**src/rtl/id_ex_reg_pkg.sv**
```systemverilog
// Shared processor definitions: ALUOp encodings, opcode width and the
// control bundle carried from ID to EX.
package id_ex_reg_pkg;

  localparam int OPCODE_W  = 11;
  localparam int REG_IDX_W = 5;

  typedef enum logic [1:0] {
    ALUOP_MEM   = 2'b00,
    ALUOP_CBZ   = 2'b01,
    ALUOP_RTYPE = 2'b10
  } alu_op_e;

  typedef struct packed {
    logic    valid;
    alu_op_e alu_op;
    logic    alu_src;
    logic    mem_read;
    logic    mem_write;
    logic    mem_to_reg;
    logic    reg_write;
    logic    branch;
  } ctrl_t;

  localparam ctrl_t CTRL_BUBBLE = '0;

  // An invalid slot must never write registers or memory, so its whole
  // control bundle (including ALUOp) collapses to the bubble value.
  function automatic ctrl_t gate_ctrl(input ctrl_t c);
    ctrl_t r;
    r = c.valid ? c : CTRL_BUBBLE;
    return r;
  endfunction

endpackage

```
**src/rtl/id_ex_reg_pipe_reg.sv**
```systemverilog
// Parameterized pipeline register: async active-low reset, synchronous
// clear (wins over enable) and load enable.
module pipe_reg #(
  parameter int W = 8
) (
  input  logic         clk,
  input  logic         rst_n,
  input  logic         en,
  input  logic         clr,
  input  logic [W-1:0] d,
  output logic [W-1:0] q
);

  always_ff @(posedge clk or negedge rst_n) begin
    if (!rst_n) begin
      q <= '0;
    end else if (clr) begin
      q <= '0;
    end else if (en) begin
      q <= d;
    end
  end

endmodule

```
**src/rtl/id_ex_reg.sv**
```systemverilog
// ID/EX pipeline register with stall hold, flush-to-bubble and a
// saturating count of stalled cycles. All outputs come straight from flops.
module id_ex_reg
  import id_ex_reg_pkg::*;
#(
  parameter int DATA_W = 64,
  parameter int CNT_W  = 16
) (
  input  logic                 clk,
  input  logic                 rst_n,
  input  logic                 stall,
  input  logic                 flush,
  input  logic                 id_valid,
  input  logic [DATA_W-1:0]    id_pc,
  input  logic [DATA_W-1:0]    id_rd1,
  input  logic [DATA_W-1:0]    id_rd2,
  input  logic [DATA_W-1:0]    id_imm,
  input  logic [OPCODE_W-1:0]  id_opcode,
  input  logic [REG_IDX_W-1:0] id_rn,
  input  logic [REG_IDX_W-1:0] id_rm,
  input  logic [REG_IDX_W-1:0] id_rd,
  input  logic [1:0]           id_alu_op,
  input  logic                 id_alu_src,
  input  logic                 id_mem_read,
  input  logic                 id_mem_write,
  input  logic                 id_mem_to_reg,
  input  logic                 id_reg_write,
  input  logic                 id_branch,
  output logic                 ex_valid,
  output logic [DATA_W-1:0]    ex_pc,
  output logic [DATA_W-1:0]    ex_rd1,
  output logic [DATA_W-1:0]    ex_rd2,
  output logic [DATA_W-1:0]    ex_imm,
  output logic [OPCODE_W-1:0]  ex_opcode,
  output logic [REG_IDX_W-1:0] ex_rn,
  output logic [REG_IDX_W-1:0] ex_rm,
  output logic [REG_IDX_W-1:0] ex_rd,
  output logic [1:0]           ex_alu_op,
  output logic                 ex_alu_src,
  output logic                 ex_mem_read,
  output logic                 ex_mem_write,
  output logic                 ex_mem_to_reg,
  output logic                 ex_reg_write,
  output logic                 ex_branch,
  output logic [CNT_W-1:0]     stall_cnt
);

  localparam int DP_W   = 4 * DATA_W + OPCODE_W + 3 * REG_IDX_W;
  localparam int CTRL_W = $bits(ctrl_t);

  logic              load_en;
  logic [DP_W-1:0]   dp_d;
  logic [DP_W-1:0]   dp_q;
  ctrl_t             ctrl_raw;
  ctrl_t             ctrl_d;
  logic [CTRL_W-1:0] ctrl_q_bits;
  ctrl_t             ctrl_q;
  logic [CNT_W-1:0]  stall_cnt_d;
  logic [CNT_W-1:0]  stall_cnt_q;

  // Flush clears both bundles through the sync clear, so it overrides stall.
  assign load_en = ~stall;

  assign dp_d = {id_pc, id_rd1, id_rd2, id_imm, id_opcode, id_rn, id_rm, id_rd};

  always_comb begin
    ctrl_raw            = CTRL_BUBBLE;
    ctrl_raw.valid      = id_valid;
    ctrl_raw.alu_op     = alu_op_e'(id_alu_op);
    ctrl_raw.alu_src    = id_alu_src;
    ctrl_raw.mem_read   = id_mem_read;
    ctrl_raw.mem_write  = id_mem_write;
    ctrl_raw.mem_to_reg = id_mem_to_reg;
    ctrl_raw.reg_write  = id_reg_write;
    ctrl_raw.branch     = id_branch;
    ctrl_d              = gate_ctrl(ctrl_raw);
  end

  pipe_reg #(.W(DP_W)) u_dp_reg (
    .clk   (clk),
    .rst_n (rst_n),
    .en    (load_en),
    .clr   (flush),
    .d     (dp_d),
    .q     (dp_q)
  );

  pipe_reg #(.W(CTRL_W)) u_ctrl_reg (
    .clk   (clk),
    .rst_n (rst_n),
    .en    (load_en),
    .clr   (flush),
    .d     (ctrl_d),
    .q     (ctrl_q_bits)
  );

  assign ctrl_q = ctrl_t'(ctrl_q_bits);

  assign {ex_pc, ex_rd1, ex_rd2, ex_imm, ex_opcode, ex_rn, ex_rm, ex_rd} = dp_q;

  assign ex_valid      = ctrl_q.valid;
  assign ex_alu_op     = ctrl_q.alu_op;
  assign ex_alu_src    = ctrl_q.alu_src;
  assign ex_mem_read   = ctrl_q.mem_read;
  assign ex_mem_write  = ctrl_q.mem_write;
  assign ex_mem_to_reg = ctrl_q.mem_to_reg;
  assign ex_reg_write  = ctrl_q.reg_write;
  assign ex_branch     = ctrl_q.branch;

  always_comb begin
    stall_cnt_d = stall_cnt_q;
    if (stall && !flush && (stall_cnt_q != {CNT_W{1'b1}})) begin
      stall_cnt_d = stall_cnt_q + 1'b1;
    end
  end

  always_ff @(posedge clk or negedge rst_n) begin
    if (!rst_n) begin
      stall_cnt_q <= '0;
    end else begin
      stall_cnt_q <= stall_cnt_d;
    end
  end

  assign stall_cnt = stall_cnt_q;

endmodule

```
**config.mk**
```make
export PLATFORM = sky130hd
export DESIGN_NAME = id_ex_reg
export DESIGN_NICKNAME = d
export VERILOG_FILES = /design/src/rtl/id_ex_reg_pkg.sv /design/src/rtl/id_ex_reg_pipe_reg.sv /design/src/rtl/id_ex_reg.sv
export SDC_FILE = /design/constraint.sdc
export NUM_CORES = 1
export LEC_CHECK = 0
export ABC_AREA = 1
export ABC_CLOCK_PERIOD_IN_PS = 3800
export CORE_AREA = 8 8 225 227
export CTS_BUF_LIST = sky130_fd_sc_hd__clkbuf_2 sky130_fd_sc_hd__clkbuf_4 sky130_fd_sc_hd__clkbuf_8
export CTS_CLUSTER_DIAMETER = 80
export DETAILED_ROUTE_END_ITERATION = 10
export DIE_AREA = 0 0 233 235
export RECOVER_POWER = 25
export SYNTH_ARGS = -nofsm -noshare
export SYNTH_HDL_FRONTEND = slang
export SYNTH_SLANG_ARGS = --single-unit
```
**constraint.sdc**
```tcl
create_clock -name clk -period 3.8 [get_ports clk]
set_input_delay 0.38 -clock clk [delete_from_list [all_inputs] [get_ports clk]]
set_output_delay 0.38 -clock clk [all_outputs]
set_load 0.02 [all_outputs]
```
==> out/results.ini, run 1 <==
[finish]
fill_cells=4445
layout_commonest_cell=clkdlybuf4s50_1
layout-drive-gt1-share_pct=9.54
stdcell_count=2062
area_delta_synth_final_pct=69.5
layout.nets=1703
mostFrequentLayoutCells=599 x clkdlybuf4s50_1, 307 x dfrtp_1, 283 x a22o_1, 69 x clkbuf_8, 49 x nand2_1

[cts]
clkLatencyLatePin_ns=0.60
root_buffer=clkbuf_8
cts_inserted_buffers=54
clk_path_buf_depth=3
path_clk_slew_ns=0.06
cts_tree=done
cts_sinks=307
ctsHtreeMaxLevel=2

[critical_path]
path_cells=dlygate4sd3_1, clkbuf_2, buf_4
crit_type=in2async
path_buf_inv=3
cpMaxStageDelayCell=clkbuf_2
end_kind=asynchronous set/reset pin
startpoint_type=input pin
crit_arrival_ns=3.06
cp.required_ns=4.52
cp_max_fo=75
cpPeakStageDelay_ns=1.44
cp_top_family=buffers and inverters

[floorplan]
die_area_um2=54800
initial_core_util_pct=24.0
die_w_um=233
ios=602
fp-row-count=80
core_area_um2=47100
fp.dieH_um=235

[logic_synthesis]
ys_seq_area_share_pct=68.0
yosysWarningCount=0
yosysTopAreaCell=dfrtp_1
syn_inst=798
syn_nets=1094
synth_top_area_share_pct=68.0
synth_area_per_cell_um2=14.2
syn_area_um2=11300
synth.distinct_cells=27
ys_top_cells_by_area=dfrtp_1 68%, a22o_1 22%, buf_2 2.3%
ys_ff_latch=307

[timing]
final_hold_viol_count=0
rsz0062_at_grt=no
final.min_clock_period_ns=2.34
slew_headroom_pct=-35.7
fin_skew_ns=0.00620
max_freq_mhz=427
worst_pin_slew_ns=2.04
maxSlewViolCount=74
finalSetupViolations=0
finalWorstSetupSlack_ns=1.46
fin_crit_sh_pct=61.6
fin_tns_setup_ns=0

[route]
first_pass_iters=4
drtAntennaViolNets=0
drt-initial-drc-count=445
routedWlPerCell_um=21.0
vias=9286
viasPerCell=4.50
wl_mm=43.3
drc=0

[global_route]
grt_pass1_wl_mm=64.3
grt_max_degree=160
gr-total-overflow=0
grt_pass1_vias=10100
antenna_found_initial=2
grt.total_usage_pct=15.0

[placed_design]
gpl.final_weighted_congestion=0.771
port_buffers=601
place_ws_ns=1.50
place_inst=1965
dpl.hpwl_mm=31.1

[power_and_ir_drop]
ir_worst_vdd_v=0.000246
leakagePower_nw=8.42
power.density_nw_per_um2=440

[min_path]
hold_path_class=in2reg

[outcome]
outcome=complete, but fails checks
violations=capacitance limit, slew limit

[flow_run]
drv_cap=1

==> state kept, by name, indices dropped and copies added (netlist names) <==
name	flops
u_dp_reg.q	282
stall_cnt	16
u_ctrl_reg.q	9
==> worst paths after layout <==
| path | slack [ns] | depth (start not counted) | from | to |
|---|---|---|---|---|
| setup / recovery | 1.46 | 3 | rst_n | u_dp_reg.q[180]$_DFFE_PN0P_ |
| hold / removal | 0.38 | 2 | id_imm[42] | u_dp_reg.q[68]$_DFFE_PN0P_ |
| setup reg to reg | 2.09 | 8 | stall_cnt[0]$_DFFE_PN0P_ | stall_cnt[9]$_DFFE_PN0P_ |
| hold reg to reg | 0.49 | 1 | u_ctrl_reg.q[6]$_DFFE_PN0P_ | u_ctrl_reg.q[6]$_DFFE_PN0P_ |
| max in group clk | 1.63 | 1 | stall_cnt[2]$_DFFE_PN0P_ | stall_cnt[2] |
| min in group asynchronous | 0.91 | 2 | rst_n | u_dp_reg.q[256]$_DFFE_PN0P_ |
==> where the power goes <==
part / internal (mW) / leakage (nW) / switching [mW]
registers: 3.47 / 4.08 / 0.153
clock network: 1.98 / 0.639 / 1.36
logic: 0.769 / 3.70 / 0.684
==> worst register-to-register path: cells and delay by family, from the launching register on <==
family	cells	cell delay (ns)
adder cells (fa/ha/maj)	1	0.34
buffers and inverters	1	0.11
flip-flops	1	0.48
AND/OR/NAND/NOR	5	0.62
AO/OA/AOI/OAI	1	0.05
==> routing by layer <==
layer,GRT usage [%],up-vias,share of wire [%]
met5,0,-,0.030
met2,25.8,405,50
met1,17.0,4605,39
li1,-,4216,-
met3,5.47,58,9.2
met4,4.74,2,2.2
==> per-stage QoR <==
stage               utilization (%)  hold slack (ns)  total power [mW]  instance area [um^2]
floorplan                         -           0.0844              4.21                 11300
global placement               38.1            0.412              5.13                 18000
detailed placement             38.1            0.415              5.15                 18000
CTS                            40.6            0.309              8.58                 19200
global route                   40.6            0.320              8.80                 19100
finish                         40.6            0.384              8.41                 19100
==> kinds of logic after synthesis <==
| kind of cell | share of synthesized area [%] |
|---|---|
| xor gates and xnor gates | 0.233 |
| AOI/OAI and AO/OA | 23.0 |
| adders and majority gates | 0.111 |
| and+or+nand+nor | 4.80 |
| DFF | 68.0 |
| buffers and inverters | 3.83 |
==> synth_stat cells <==
library cell  number
o21ai_1            5
dfrtp_1          307
nand3_1           10
a32o_1             8
a22o_1           283
nor2_4             4
nand2_4            5
buf_2             52
nand2_1           48
nor3_1             2
xnor2_1            2
buf_1              1
a21oi_1            1
nand3b_1           1
o21ai_2            1
ha_1               1
nor2_1            14
clkbuf_1           1
nand2_2            5
inv_2              4
nor2_2             5
xor2_1             1
nor2_8             2
nand4_1            6
clkinv_1           1
inv_1             17
buf_4             11
==> cell type report <==
cell class	count	area (um^2)	area share (%)
flip-flops and latches	307	7680	40.1
clock inverters	10	125	0.654
well taps	615	769	4.02
inverters	22	90.1	0.471
diodes	1	2.50	0.0131
clock buffers	85	1070	5.59
repair buffers	618	6230	32.5
multi-input cells	404	3180	16.6
==> what timing repair did <==
action,CTS,global route
hold buffers,1,0
setup buffers,0,0
resized for setup,0,0
hold endpoints to repair,70,0
Note: power is estimated with default switching activity, not from simulation.
==> run 2, diff against run 1 <==
Settings changed: ABC_CLOCK_PERIOD_IN_PS 3800 to 2450, CORE_AREA 8 8 225 227 to 8 8 226 228, DIE_AREA 0 0 233 235 to 0 0 234 236.
Clock period 3.8 ns to 2.45 ns, I/O delays scaled along.
==> run 2 against run 1 <==
The run now ends clean. Sequential share of layout area decreased by 0.092 points. Largest power group unchanged. Cell count grew 0.48%. Largest cell class unchanged. Clock skew up 0.0096 ns. Wire length shrank 0.34%. Core utilization fell by 0.079 points. Critical path type is now reg2out. Register-to-register slack got worse by 1.3 ns.
==> out/results.ini, run 2 (synthesis results as in run 1) <==
[power_and_ir_drop]
p_comb_share_pct=17.9  ; +0.6 points
p_seq_share_pct=44.2  ; +1.2 points
power.density_nw_per_um2=661  ; +50%
switching_share_pct=26.6  ; +0.42 points
leakagePower_nw=8.45  ; +0.34%
ir_worst_vdd_v=0.000314  ; +27%
intPower_mw=9.32  ; +50%
pwr-share-clk_pct=37.8  ; -1.9 points
p_sw_mw=3.37  ; +53%

[route]
routedWlPerCell_um=20.8  ; -0.82%
drtAntennaViolNets=0  ; unchanged
drc=0  ; unchanged
drt-initial-drc-count=409  ; -8.1%
viasPerCell=4.53  ; +0.60%
first_pass_iters=4  ; unchanged
wl_mm=43.1  ; -0.34%
vias=9387  ; +1.1%

[timing]
maxSlewViolCount=0  ; -100%
fin_tns_setup_ns=0  ; unchanged
final.min_clock_period_ns=2.02
final_hold_viol_count=0  ; unchanged
worst_pin_slew_ns=1.17  ; -0.866 ns
fin_skew_ns=0.0158  ; +0.00964 ns
rsz0062_at_grt=no
fin_crit_sh_pct=82.5
finalSetupViolations=0  ; unchanged
slew_headroom_pct=22.1  ; +58 points
max_freq_mhz=495

[min_path]
hold_path_class=in2async

[floorplan]
initial_core_util_pct=23.9  ; -0.10 points
die_w_um=234  ; +0.43%
fp-row-count=80  ; unchanged
ios=602  ; unchanged
fp.dieH_um=236  ; +0.43%
die_area_um2=55200  ; +0.86%
core_area_um2=47300  ; +0.42%

[cts]
hold_buffers=1  ; unchanged
cts_inserted_buffers=53  ; -1.9%
path_clk_slew_ns=0.06  ; about the same
cts_resized=0  ; unchanged
cts_sinks=307  ; unchanged
root_buffer=clkbuf_8
clkLatencyLatePin_ns=0.59  ; about the same
post_cts_buffers=0  ; unchanged
clk_path_buf_depth=3  ; unchanged
cts_tree=done
ctsHtreeMaxLevel=2  ; unchanged

[finish]
mostFrequentLayoutCells=600 x clkdlybuf4s50_1, 307 x dfrtp_1, 283 x a22o_1, 66 x clkbuf_8, 48 x nand2_1
layout-drive-gt1-share_pct=10.0  ; +0.48 points
multi_input_area_um2=3190  ; +0.24%
fill_cells=4519  ; +1.7%
layout_commonest_cell=clkdlybuf4s50_1
area_delta_synth_final_pct=69.9
regMostFlops=u_dp_reg.q
regArea_um2=7680  ; unchanged
largest_reg_flops=282  ; unchanged
layout.nets=1716  ; +0.76%
design_area_um2=19200  ; +0.23%

[critical_path]
ff2ff_path_depth=8  ; unchanged
path_buf_inv=1  ; -2
crit_arrival_ns=1.78  ; -1.28 ns
cpPeakStageDelay_ns=0.70  ; -0.74 ns
end_kind=primary output
startpoint_type=flip-flop
cp_max_fo=7  ; -91%
crit_type=reg2out
rrSetupSlack_ns=0.80  ; -1.29 ns
critical_path_cell_count=1  ; -2
cp_top_family=buffers and inverters
cp.required_ns=2.20  ; -2.32 ns
path_cells=clkdlybuf4s50_1
cpMaxStageDelayCell=clkdlybuf4s50_1

[global_route]
grt_pass1_wl_mm=65.0  ; +1.2%
grt.total_usage_pct=15.1  ; +0.096 points
grt_pass1_vias=10300  ; +1.3%
gr-total-overflow=0  ; unchanged
grt_max_degree=72  ; -55%
antenna_found_initial=1  ; -1

[flow_run]
drv_cap=0  ; -1

[placed_design]
place_area_um2=18100  ; +1.0%
gpl.final_weighted_congestion=0.810  ; +5.0%
dpl.hpwl_mm=32.0  ; +3.0%
port_buffers=601  ; unchanged

[outcome]
outcome=completed

==> run 2: changes by cell type in the layout (fill, tap and decap cells not counted), moves of 3 or more <==
cell      before  now
clkbuf_1       0    3
buf_12         7   10
clkbuf_8      69   66
buf_4          9   14
==> run 2: power by group through the flow <==
stage	clock, mW	sequential [mW]	combinational (mW)
final	4.80	5.61	2.28
after global routing	5.25	5.66	2.42
after CTS	5.01	5.62	2.32
after detailed placement	0	5.69	2.32
after global placement	0	5.70	2.29
after floorplan	0	6.04	0.486
==> run 2: through the flow <==
step / std cells / worst slack, ns / util (%) / hold slack (ns) / power, mW
global placement: 1979 / 0.500 / 38.3 / 0.253 / 7.99
finish: 2072 / 0.429 / 40.5 / 0.181 / 12.7
detailed placement: 1979 / 0.462 / 38.3 / 0.251 / 8.01
floorplan: 798 / 0.886 / - / -0.0506 / 6.52
CTS: 2071 / 0.335 / 40.6 / 0.163 / 12.9
global route: 2072 / 0.314 / 40.5 / 0.172 / 13.3
==> run 2: worst paths after layout <==
check	from	end
min	rst_n	u_dp_reg.q[55]$_DFFE_PN0P_
max in group asynchronous	rst_n	u_dp_reg.q[139]$_DFFE_PN0P_
max reg2reg	stall_cnt[0]$_DFFE_PN0P_	stall_cnt[11]$_DFFE_PN0P_
min reg2reg	u_dp_reg.q[12]$_DFFE_PN0P_	u_dp_reg.q[12]$_DFFE_PN0P_
max	stall_cnt[2]$_DFFE_PN0P_	stall_cnt[2]
min in group clk	id_pc[58]	u_dp_reg.q[276]$_DFFE_PN0P_
==> run 2: area by class of cell <==
type	count	area share [%]
sequential	307	40.0
clock inverter	11	0.437
clock buffer	80	5.28
timing repair buffer	632	33.2
inverter	22	0.469
multi-input combinational	404	16.6
antenna	1	0.0130
tap	615	4.01
==> run 2: metal layers <==
layer | GRT usage (%) | routed length [um]
met5 | 0 | 0
met2 | 25.3 | 21100
met1 | 17.3 | 16600
met4 | 4.02 | 771
met3 | 6.63 | 4640
